<file path="src/rtl/booth_mac_acc.sv">
// Signed MAC stage: a radix-4 Booth 8x8 multiplier feeds a framed ACC_W-bit accumulator, with valid/ready on both sides.
// Optional macro SATURATE_EN clamps the accumulator on signed overflow; when it is undefined the accumulator wraps.

module booth_mul (
  input  logic signed [7:0]  a_i,
  input  logic signed [7:0]  b_i,
  output logic signed [15:0] prod_o
);

  logic [8:0]         bx;
  logic signed [15:0] aExt;
  logic signed [15:0] pp;
  logic signed [15:0] sum;

  // Each 3-bit window of {b, 0} selects one partial product: 0, +-a or +-2a.
  always_comb begin
    bx   = {b_i, 1'b0};
    aExt = 16'(a_i);
    sum  = '0;
    pp   = '0;
    for (int i = 0; i < 4; i++) begin
      case (bx[2*i +: 3])
        3'b001, 3'b010: pp = aExt;
        3'b011:         pp = aExt <<< 1;
        3'b100:         pp = -(aExt <<< 1);
        3'b101, 3'b110: pp = -aExt;
        default:        pp = '0;
      endcase
      sum = sum + (pp <<< (2*i));
    end
    prod_o = sum;
  end

endmodule

module booth_mac_acc #(
  parameter int ACC_W = 20,
  parameter int CNT_W = 8
) (
  input  logic             clk,
  input  logic             rst_n,
  input  logic             in_valid,
  output logic             in_ready,
  input  logic [7:0]       in_a,
  input  logic [7:0]       in_b,
  input  logic             in_last,
  input  logic             clear,
  output logic             out_valid,
  input  logic             out_ready,
  output logic [ACC_W-1:0] out_acc,
  output logic [CNT_W-1:0] out_count,
  output logic             overflow
);

  typedef enum logic [1:0] {ACCUM, WAIT, HOLD} state_t;

  localparam logic [ACC_W-1:0] ACC_MAX = {1'b0, {(ACC_W-1){1'b1}}};
  localparam logic [ACC_W-1:0] ACC_MIN = {1'b1, {(ACC_W-1){1'b0}}};

  state_t             state_q, state_d;
  logic               p1_valid_q;
  logic [7:0]         p1_a_q, p1_b_q;
  logic               p1_last_q;
  logic [ACC_W-1:0]   acc_q, acc_d;
  logic [CNT_W-1:0]   count_q, count_d;
  logic               ovf_q, ovf_d;
  logic               out_valid_q, out_valid_d;
  logic [ACC_W-1:0]   out_acc_q, out_acc_d;
  logic [CNT_W-1:0]   out_count_q, out_count_d;
  logic               overflow_q, overflow_d;

  logic signed [15:0] prod;
  logic [ACC_W-1:0]   prodExt, sumRaw, accUpd;
  logic [CNT_W-1:0]   countUpd;
  logic               ovfNow, inXfer, outXfer, clearAct;

  booth_mul u_mul (
    .a_i    (p1_a_q),
    .b_i    (p1_b_q),
    .prod_o (prod)
  );

  assign in_ready = (state_q == ACCUM) && rst_n;
  assign inXfer   = in_valid && in_ready;
  assign outXfer  = out_valid_q && out_ready;
  assign clearAct = clear && (state_q == ACCUM);

  assign prodExt  = ACC_W'(prod);
  assign sumRaw   = acc_q + prodExt;
  assign ovfNow   = (acc_q[ACC_W-1] == prodExt[ACC_W-1]) && (sumRaw[ACC_W-1] != acc_q[ACC_W-1]);
  assign countUpd = (count_q == '1) ? count_q : count_q + CNT_W'(1);

`ifdef SATURATE_EN
  // Both operands share a sign on overflow, so the accumulator's sign picks the rail.
  assign accUpd = ovfNow ? (acc_q[ACC_W-1] ? ACC_MIN : ACC_MAX) : sumRaw;
`else
  assign accUpd = sumRaw;
`endif

  always_comb begin
    state_d = state_q;
    case (state_q)
      ACCUM:   if (inXfer && in_last) state_d = WAIT;
      WAIT:    state_d = HOLD;
      HOLD:    if (outXfer) state_d = ACCUM;
      default: state_d = ACCUM;
    endcase
  end

  always_comb begin
    acc_d       = acc_q;
    count_d     = count_q;
    ovf_d       = ovf_q;
    out_valid_d = out_valid_q;
    out_acc_d   = out_acc_q;
    out_count_d = out_count_q;
    overflow_d  = overflow_q;
    if (outXfer) out_valid_d = 1'b0;
    // A clear drops whatever term sits in p1; a pair accepted alongside it starts the new frame.
    if (clearAct) begin
      acc_d   = '0;
      count_d = '0;
      ovf_d   = 1'b0;
    end else if (p1_valid_q) begin
      if (p1_last_q) begin
        out_acc_d   = accUpd;
        out_count_d = countUpd;
        overflow_d  = ovf_q | ovfNow;
        out_valid_d = 1'b1;
        acc_d       = '0;
        count_d     = '0;
        ovf_d       = 1'b0;
      end else begin
        acc_d   = accUpd;
        count_d = countUpd;
        ovf_d   = ovf_q | ovfNow;
      end
    end
  end

  always_ff @(posedge clk) begin
    if (!rst_n) begin
      state_q     <= ACCUM;
      p1_valid_q  <= 1'b0;
      p1_a_q      <= '0;
      p1_b_q      <= '0;
      p1_last_q   <= 1'b0;
      acc_q       <= '0;
      count_q     <= '0;
      ovf_q       <= 1'b0;
      out_valid_q <= 1'b0;
      out_acc_q   <= '0;
      out_count_q <= '0;
      overflow_q  <= 1'b0;
    end else begin
      state_q     <= state_d;
      p1_valid_q  <= inXfer;
      if (inXfer) begin
        p1_a_q    <= in_a;
        p1_b_q    <= in_b;
        p1_last_q <= in_last;
      end
      acc_q       <= acc_d;
      count_q     <= count_d;
      ovf_q       <= ovf_d;
      out_valid_q <= out_valid_d;
      out_acc_q   <= out_acc_d;
      out_count_q <= out_count_d;
      overflow_q  <= overflow_d;
    end
  end

  assign out_valid = out_valid_q;
  assign out_acc   = out_acc_q;
  assign out_count = out_count_q;
  assign overflow  = overflow_q;

endmodule

</file>
<file path="config.mk">
export PLATFORM = sky130hd
export DESIGN_NAME = booth_mac_acc
export DESIGN_NICKNAME = d
export VERILOG_FILES = /design/src/rtl/booth_mac_acc.sv
export SDC_FILE = /design/constraint.sdc
export NUM_CORES = 1
export LEC_CHECK = 0
export CAP_MARGIN = 20
export CORE_MARGIN = 5
export CORE_UTILIZATION = 56
export DETAILED_ROUTE_END_ITERATION = 10
export PLACE_DENSITY = 0.88
export SYNTH_ARGS = -nofsm -noshare
export SYNTH_HDL_FRONTEND = slang
export SYNTH_HIERARCHICAL = 1
export SYNTH_SLANG_ARGS = --single-unit
</file>
<file path="constraint.sdc">
create_clock -name clk -period 14.1 [get_ports clk]
set_clock_uncertainty 0.15 [all_clocks]
set_input_delay 2.82 -clock clk [delete_from_list [all_inputs] [get_ports clk]]
set_output_delay 2.82 -clock clk [all_outputs]
set_load 0.01 [all_outputs]
</file>
Word level (Yosys, flattened, before mapping)
Cells that the tools add are included.
W data, S select, Z words.
Word-level totals
  RAM bits: 0
  bits in latches: 0
  memory bits (read-only): 0
  input bits: 22
  register bits after elaboration: 79
  memories kept: 0
Operators by class
  $mul: 0
  add/sub/neg operators: 7
  order comparisons: 0
  equal/unequal tests: 28
  mux-type cells: 15
  divide/modulo/power cells: 0
  reduce and logical (&&, ||, !) cells: 16
  bitwise logic cells: 3
  shifts and indexed selects: 0
Operators by type and width (count)
  $pmux W14 S4: 1
  $add A16 B16 Y16: 3
  $pmux W12 S4: 1
  $pmux W16 S3: 1
  $pmux W10 S4: 1
  $eq A3 B3 Y1 const B: 9
  $add A20 B20 Y20: 1
  $mux W20: 1
  $eq A3 B2 Y1 const B: 6
  $mux W8: 2
  $neg A8 Y16: 1
  $neg A9 Y16: 1
  $reduce_or A2 Y1: 7
  $eq A3 B1 Y1 const B: 3
  $add A8 B1 Y8 const B: 1
  $eq A8 B8 Y1 const B: 1
  $eq A2 B2 Y1 const B: 3
  $logic_and A1 B1 Y1: 6
  $pmux W2 S3: 1
  $mux W1: 5
  $eq A2 B1 Y1 const B: 2
  $mux W2: 2
  $reduce_and A3 Y1: 1
  $logic_not A2 Y1: 1
  7 further kinds: 8

Logic depth before layout (Yosys ltp)
Gate-level depths: netlist (run 1).
  depth after elaboration: 11
  mapped depth: 29
  depth with buffers taken out: 27

Hierarchy
Netlist (run 1), hierarchy kept.
Modules (own cells, without submodules)
  booth_mac_acc: area each 3824.9 µm², times used 1, sequential area each 1581.5 µm², cells each 465
  booth_mul: area each 2756.4 µm², times used 1, sequential area each 0.0 µm², cells each 417

Worst setup path after synthesis (run 1)
OpenSTA, ideal clock, no wires.
  path kind: input to output
  from: in rst_n
  to: out in_ready
  stages: 4
  required time: 11.130 ns
  setup slack: 7.503 ns
  data arrival time: 3.627 ns
  path through: clkbuf_1 -> inv_1 -> clkbuf_1 -> nor3_1
On the way
  cells in the longest elaborated chain, start to end: 1
RTL lines
  start: declaration: line 41  | input logic rst_n,
  $logic_and A1 B1 Y1: line 83  | assign in_ready = (state_q == ACCUM) && rst_n;
  end: declaration: line 43  | output logic in_ready,
No other way between the ends.

Worst setup path after layout (run 1)
Same ends and word-level chain as after synthesis.

==> results of run 1 <==
==> Yosys cell counts (3+ instances only) <==
| master | count |
|---|---|
| o21a_1 | 6 |
| o21ai_0 | 58 |
| fa_1 | 22 |
| buf_2 | 3 |
| and3_1 | 8 |
| or2_2 | 4 |
| inv_1 | 49 |
| a31oi_1 | 17 |
| a311o_1 | 3 |
| clkbuf_1 | 45 |
| o22ai_1 | 5 |
| a22oi_1 | 22 |
| dfxtp_1 | 79 |
| or3_1 | 4 |
| xnor2_1 | 32 |
| a211oi_1 | 10 |
| a32oi_1 | 4 |
| nand2b_1 | 15 |
| nand3_1 | 15 |
| a221oi_1 | 12 |
| and2_1 | 6 |
| mux2i_1 | 10 |
| a21oi_1 | 77 |
| nor2_1 | 95 |
| buf_1 | 4 |
| xor2_1 | 9 |
| o211ai_1 | 6 |
| ha_1 | 38 |
| a2111oi_0 | 3 |
| o21bai_1 | 3 |
| a21o_1 | 8 |
| o31ai_1 | 4 |
| nand2_1 | 131 |
| nor3_1 | 21 |
| nor2b_1 | 11 |
==> registers in the layout, summed over array words and instances, names as in the netlist <==
signal / flops
overflow: 1
count_q: 8
out_acc: 20
out_valid: 1
p1_b_q: 8
state_q: 2
ovf_q: 1
p1_a_q: 8
out_count: 8
acc_q: 20
p1_last_q: 1
p1_valid_q: 1
==> final cells by class <==
type                            count  area, um2
Sequential cell                    79       1580
Fill cell                         928       3980
Clock inverter                      5       56.3
Tap cell                          143        179
Clock buffer                       11        243
Inverter                           50        188
Timing Repair Buffer               62        636
Multi-Input combinational cell    700       4600
==> final timing paths <==
kind	start	end	slack, ns	cells past startpoint
max	rst_n	in_ready	6.71	5
min	out_count[6]$_SDFFE_PN0P_	out_count[6]$_SDFFE_PN0P_	0.30	2
max reg2reg	p1_a_q[0]$_SDFFE_PN0P_	acc_q[19]$_SDFFE_PP0P_	6.76	25
min reg2reg	out_count[6]$_SDFFE_PN0P_	out_count[6]$_SDFFE_PN0P_	0.30	2
==> cell usage in the layout (no fill, tap or decap), types with 3 or more instances in the layout <==
| master | n |
|---|---|
| ha_1 | 38 |
| o21ai_0 | 58 |
| a211oi_1 | 10 |
| clkdlybuf4s50_1 | 52 |
| buf_4 | 8 |
| dfxtp_1 | 79 |
| o22ai_1 | 5 |
| nand3_1 | 15 |
| fa_1 | 22 |
| a32oi_1 | 4 |
| a311o_1 | 3 |
| a22oi_1 | 22 |
| o21bai_1 | 3 |
| xor2_1 | 9 |
| nor2_1 | 95 |
| mux2i_1 | 10 |
| nand2b_1 | 15 |
| a221oi_1 | 12 |
| inv_1 | 49 |
| o31ai_1 | 4 |
| or2_2 | 4 |
| a21oi_1 | 77 |
| nor3_1 | 21 |
| clkbuf_16 | 9 |
| and3_1 | 8 |
| nand2_1 | 131 |
| xnor2_1 | 32 |
| or3_1 | 4 |
| nor2b_1 | 11 |
| o211ai_1 | 6 |
| a2111oi_0 | 3 |
| and2_1 | 6 |
| a31oi_1 | 17 |
| a21o_1 | 8 |
| o21a_1 | 6 |
==> cells by family after synthesis <==
kind of cell             synth area share [%]
XOR/XNOR                                 6.05
AND/OR/NAND/NOR                          22.5
adder cells (fa/ha/maj)                  13.9
AO/OA/AOI/OAI                            25.6
multiplexers                             1.86
flip-flops                               24.0
buffers and inverters                    6.05
==> worst min-delay path: stages (launching register included) <==
cell	delay (ns)
dfxtp_1	0.31
nand2_1	0.05
a21oi_1	0.05
==> power by group <==
part | leakage [uW] | switching, uW | internal (uW)
combinational | 0.00214 | 282 | 185
sequential | 0.000641 | 19.0 | 233
clock | 0.000146 | 91.9 | 142
total | 0.00292 | 393 | 560
==> per-stage QoR <==
stage	worst slack, ns	instance area (um2)	util [%]
after floorplan	7.50	6580	-
after detailed placement	6.75	7130	62.2
after global placement	6.74	7130	62.2
final	6.71	7480	65.3
after CTS	6.73	7430	64.8
after global routing	6.41	7480	65.3
==> layer usage <==
layer	GRT usage (%)	up-vias	part of all wire, %
met3	5.83	52	8.4
met1	33.0	3059	42
li1	-	3153	-
met2	41.5	326	47
met5	0	-	0
met4	8.58	0	2.3
==> results by group, run 1 <==
Run status
  • Status: finished clean

Floorplan
  • Die width: roughly 120 um
  • Core area: between 10000 and 15000 um2
  • Total Die Area: approximately 14000 um2
  • Initial Util: ~57%
  • Std-Cell Rows: 39
  • DIE HEIGHT: approximately 120 um
  • Num ports: 53

Clock tree
  • Maximum clock insertion buffer count: 2
  • Post_cts resized: 0
  • CTS sink cnt: slightly below 80
  • Clock root cell: clkbuf_16
  • Clock latency on the worst-skew pair: ~0.34 ns
  • H-tree levels: 3
  • CTS Buf Count: 9
  • Worst-path clk slew: roughly 0.060 ns
  • Post CTS Setup Buffer Count: 0
  • Hold Buf Count CTS: 0
  • TritonCTS clock tree: built

Pwr
  • Total power: about 950 uW
  • Max VDD drop: around 0.095 mV
  • PwrDens: between 100 and 150 nW/um2
  • LEAKAGE: about 0.0029 uW

Drt
  • Detail Route Antenna Nets: 0
  • Total routed wirelength: 18.0 mm
  • Initial DRC Count: 859
  • Post-detailed-route DRC marker count: 0
  • Via density per instance: 6.28
  • Via count: 6590
  • TritonRoute pass-1 iters: 6
  • DR WL/cell: 17.1 um

Synthesis
  • Post-synthesis sequential area ratio: 24.0%
  • Syn_nets: 964
  • EDFF count, synth: 0
  • Yosys reg bits: between 70 and 80
  • Main synth FF type: dfxtp_1
  • Post-synth top area share: between 20% and 30%
  • Synth area leaders: dfxtp_1 24%, nand2_1 7.5%, ha_1 7.2%
  • Gate Count Post-Synth: just under 900
  • Synth cell types: 67
  • Async S/R FF share, synth: 0%
  • Synth area leader: dfxtp_1
  • Yosys warnings: 6
  • Mean Syn Cell Area: around 7.5 um2
  • Post-Syn Area: between 6000 and 7000 um2

Timing
  • Worst hold slack: 0.304 ns
  • Final setup TNS: 0 ns
  • Slew at the pin closest to its max-slew limit: between 0.8 and 0.9 ns
  • Max transition margin: a little over two fifths
  • # setup viols final: 0
  • Final period utilization: 52.4%
  • Pins Over Slew Limit: 0
  • Final Critical Period: roughly 7.4 ns
  • RSZ-0062 raised after global routing: false
  • Final hold vios: 0
  • Fmax: 135 MHz

Global routing
  • Largest net degree at the start of global routing: 36
  • First-pass GRT wire length: around 30 mm
  • Vias in the first global route: 6498
  • Overflow after GRT: 0
  • Initial antenna violation count: 0
  • Total Routing Usage GR: 25.3%

Place
  • Port Buf Inserts: 52
  • Gpl congestion: approximately 1
  • Placed Cells: about 1000
  • Final HPWL DP: approximately 12 mm

Job
  • Max cap viols: 0

Worst setup path
  • Most frequent CP cell: clkdlybuf4s50_1
  • Required @ worst endpoint: around 11 ns
  • Largest delay share family, worst path: buffers and inverters
  • Slowest CP cell: clkdlybuf4s50_1
  • CP Cell Sequence: clkdlybuf4s50_1 -> buf_4 -> inv_1 -> nor3_1 -> clkdlybuf4s50_1
  • Critical path class: input port to output pin
  • WP data arrival: around 4.4 ns
  • Crit path largest cell delay: about 0.58 ns
  • Startpoint types: input port
  • Critical path buffers and inverters: 4
  • Worst-path maximum fanout: 28
  • CP endpoint kind: output pin

Cells and area
  • Share of post-route cells with drive strength above 1: a little under 5%
  • Area delta synth->final: 13.7%
  • Nets: around 980
  • ANT cells: 0
  • Fin cells: 1050

Worst hold path
  • Tightest Hold Check Type: flop to flop
Note: power is estimated with default switching activity, not from simulation.
==> run 2: changes to the inputs <==
==> constraint.sdc (replaced) <==
create_clock -name clk -period 7.5 [get_ports clk]
set_clock_uncertainty 0.15 [all_clocks]
set_input_delay 1.5 -clock clk [delete_from_list [all_inputs] [get_ports clk]]
set_output_delay 1.5 -clock clk [all_outputs]
set_load 0.01 [all_outputs]
==> run 2 against run 1 <==
  * Setup slack got worse by 6.1 ns
  * Largest cell class unchanged
  * Critical endpoint is now acc_q[19]$_SDFFE_PP0P_
  * Combinational power grew 87%
  * Critical path type is now flop to flop
  * Clock power rose by 110%
  * Sequential share of layout area fell by 0.13 points
  * Largest power group unchanged
  * First-iteration DRC count is 0.70% higher
  * Via count shrank 1.2%
  * Register-to-register slack got worse by 6.1 ns
  * Global-route usage rose by 0.51 points
  * Cell count is 0.48% higher
  * Utilization grew 0.39 points
  * Die area did not move
==> results by group, run 2 (synthesized netlist as in run 1, its figures left out) <==
Worst setup path
  • Worst-path maximum fanout: 9
  • Startpoint types: flop
  • Critical path class: flop to flop
  • Required @ worst endpoint: roughly 7.6 ns
  • Slowest CP cell: fa_1
  • Reg2reg end: acc_q[19]$_SDFFE_PP0P_
  • CP endpoint kind: flop
  • Largest delay share family, worst path: adder cells
  • Flop-to-flop setup slack: 0.63 ns
  • Crit. path cell count: 25
  • Critical path buffers and inverters: 3
  • Crit path largest cell delay: 0.55 ns
  • Reg2Reg Launch Point: p1_a_q[0]$_SDFFE_PN0P_
  • R2R depth: 25
  • WP data arrival: 7.00 ns

Place
  • Gpl congestion: approximately 0.95
  • Placed Cells: approximately 1000
  • Cell Area, Placed: ~7200 um2
  • Final HPWL DP: around 13 mm
  • Port Buf Inserts: 52

Job
  • Max cap viols: 0

Drt
  • Detail Route Antenna Nets: 0
  • Initial DRC Count: ~870
  • Via density per instance: between 6 and 7
  • Post-detailed-route DRC marker count: 0
  • Total routed wirelength: 18.2 mm
  • DR WL/cell: about 17 um
  • TritonRoute pass-1 iters: 8
  • Via count: 6514

Cells and area
  • Nets: ~1000
  • Final design area excluding fillers: roughly 7500 um2
  • Commonest non-fill, non-tap cells in the layout: 131 x nand2_1, 95 x nor2_1, 79 x dfxtp_1, 77 x a21oi_1, 58 x o21ai_0
  • Fin cells: about 1100
  • Area delta synth->final: 14.4%
  • Most common cell after layout, fill and taps aside: nand2_1
  • ANT cells: 0
  • Share of post-route cells with drive strength above 1: between 5 and 6%

Pwr
  • LEAKAGE: roughly 0.003 uW
  • Max VDD drop: about 0.23 mV
  • PwrDens: about 250 nW/um2

Timing
  • # setup viols final: 0
  • Max transition margin: 29.6%
  • Final period utilization: between 90% and 100%
  • RSZ-0062 raised after global routing: false
  • Slew at the pin closest to its max-slew limit: around 1.1 ns
  • Pins Over Slew Limit: 0
  • Final setup TNS: 0 ns
  • Final Critical Period: just under 7 ns
  • Final hold vios: 0
  • Fmax: 146 MHz

Global routing
  • Total Routing Usage GR: 25.8%
  • Overflow after GRT: 0
  • Largest net degree at the start of global routing: 36
  • Initial antenna violation count: 0
  • First-pass GRT wire length: about 30 mm
  • Vias in the first global route: between 6000 and 7000

Floorplan
  • Core area: 11500 um2
  • Std-Cell Rows: 39
  • DIE HEIGHT: ~120 um
  • Num ports: 53
  • Die width: about 120 um
  • Total Die Area: 14000 um2
  • Initial Util: 57.4%

Worst hold path
  • Worst Hold Launch: out_count[7]$_SDFFE_PN0P_
  • Hold Path End: out_count[7]$_SDFFE_PN0P_
  • Worst Hold Path Cells: 2
  • Tightest Hold Check Type: flop to flop

Clock tree
  • Worst-path clk slew: about 0.07 ns
  • Post_cts resized: 0
  • Clock root cell: clkbuf_16
  • CTS sink cnt: 79
  • Maximum clock insertion buffer count: 2
  • H-tree levels: 3
  • Post CTS Setup Buffer Count: 0
  • TritonCTS clock tree: built
  • CTS Buf Count: 9
  • Clock latency on the worst-skew pair: between 0.3 and 0.4 ns
  • Hold Buf Count CTS: 0

Run status
  • Status: finished clean
[run 2: cell types whose count changed in the layout (fill, tap and decap cells not counted)]
cell        before  now
buf_16           2    0
inv_8            0    2
buf_4            8   15
xnor2_1         32   31
clkinv_2         2    0
clkinvlp_4       1    0
xnor2_2          0    1
clkbuf_1         1    0
bufinv_16        1    2
clkinv_4         0    1
[run 2: area by class of cell]
type	instances	area (um2)
Clock buffer	10	239
Clock inverter	6	100
Fill cell	945	3940
Inverter	50	188
Multi-Input combinational cell	700	4610
Sequential cell	79	1580
Tap cell	143	179
Timing Repair Buffer	67	633
[run 2: worst max path at each step]
stage               slack [ns]                    from                     end
floorplan                 1.12  p1_a_q[0]$_SDFFE_PN0P_  acc_q[19]$_SDFFE_PP0P_
detailed placement        0.65  p1_a_q[0]$_SDFFE_PN0P_  acc_q[19]$_SDFFE_PP0P_
CTS                       0.59  p1_a_q[0]$_SDFFE_PN0P_  acc_q[19]$_SDFFE_PP0P_
global route              0.10  p1_a_q[0]$_SDFFE_PN0P_  acc_q[19]$_SDFFE_PP0P_
finish                    0.63  p1_a_q[0]$_SDFFE_PN0P_  acc_q[19]$_SDFFE_PP0P_
global placement          0.83  p1_a_q[0]$_SDFFE_PN0P_  acc_q[19]$_SDFFE_PP0P_
[run 2: per-stage QoR]
step | total power [uW] | hold slack (ns) | setup WS (ns) | util (%)
6_report | 1850 | 0.304 | 0.630 | 65.7
5_1_grt | 1970 | 0.326 | 0.104 | 65.7
4_1_cts | 1830 | 0.305 | 0.588 | 65.6
3_5_place_dp | 1320 | 0.296 | 0.650 | 62.6
3_3_place_gp | 1300 | 0.287 | 0.835 | 62.6
2_1_floorplan | 1140 | 0.283 | 1.12 | -
[run 2: report_power, final]
| group | internal (uW) | switching, uW |
|---|---|---|
| clock | 307 | 195 |
| sequential | 438 | 30.1 |
| combinational | 350 | 526 |
[run 2: worst reg2reg max path, cell delays in order (launching register included)]
cell	delay, ns
dfxtp_1	0.38
inv_1	0.22
ha_1	0.40
nor3b_2	0.45
nand2_1	0.23
nand2_1	0.14
xnor2_1	0.10
a221oi_1	0.27
a31oi_1	0.10
fa_1	0.55
inv_1	0.06
fa_1	0.54
inv_1	0.04
ha_1	0.37
or2_2	0.31
a21oi_1	0.21
a21oi_1	0.10
xor2_1	0.18
ha_1	0.33
a21oi_1	0.26
o21ai_0	0.24
a41oi_2	0.34
o31ai_4	0.12
xor2_2	0.18
or3b_1	0.37
a31oi_1	0.17
[run 2: per-layer routing]
metal / share of wire (%) / track usage [%]
met1: 44 / 36.5
met2: 45 / 39.9
met4: 2.7 / 7.94
met5: 0 / 0
met3: 8.4 / 5.30
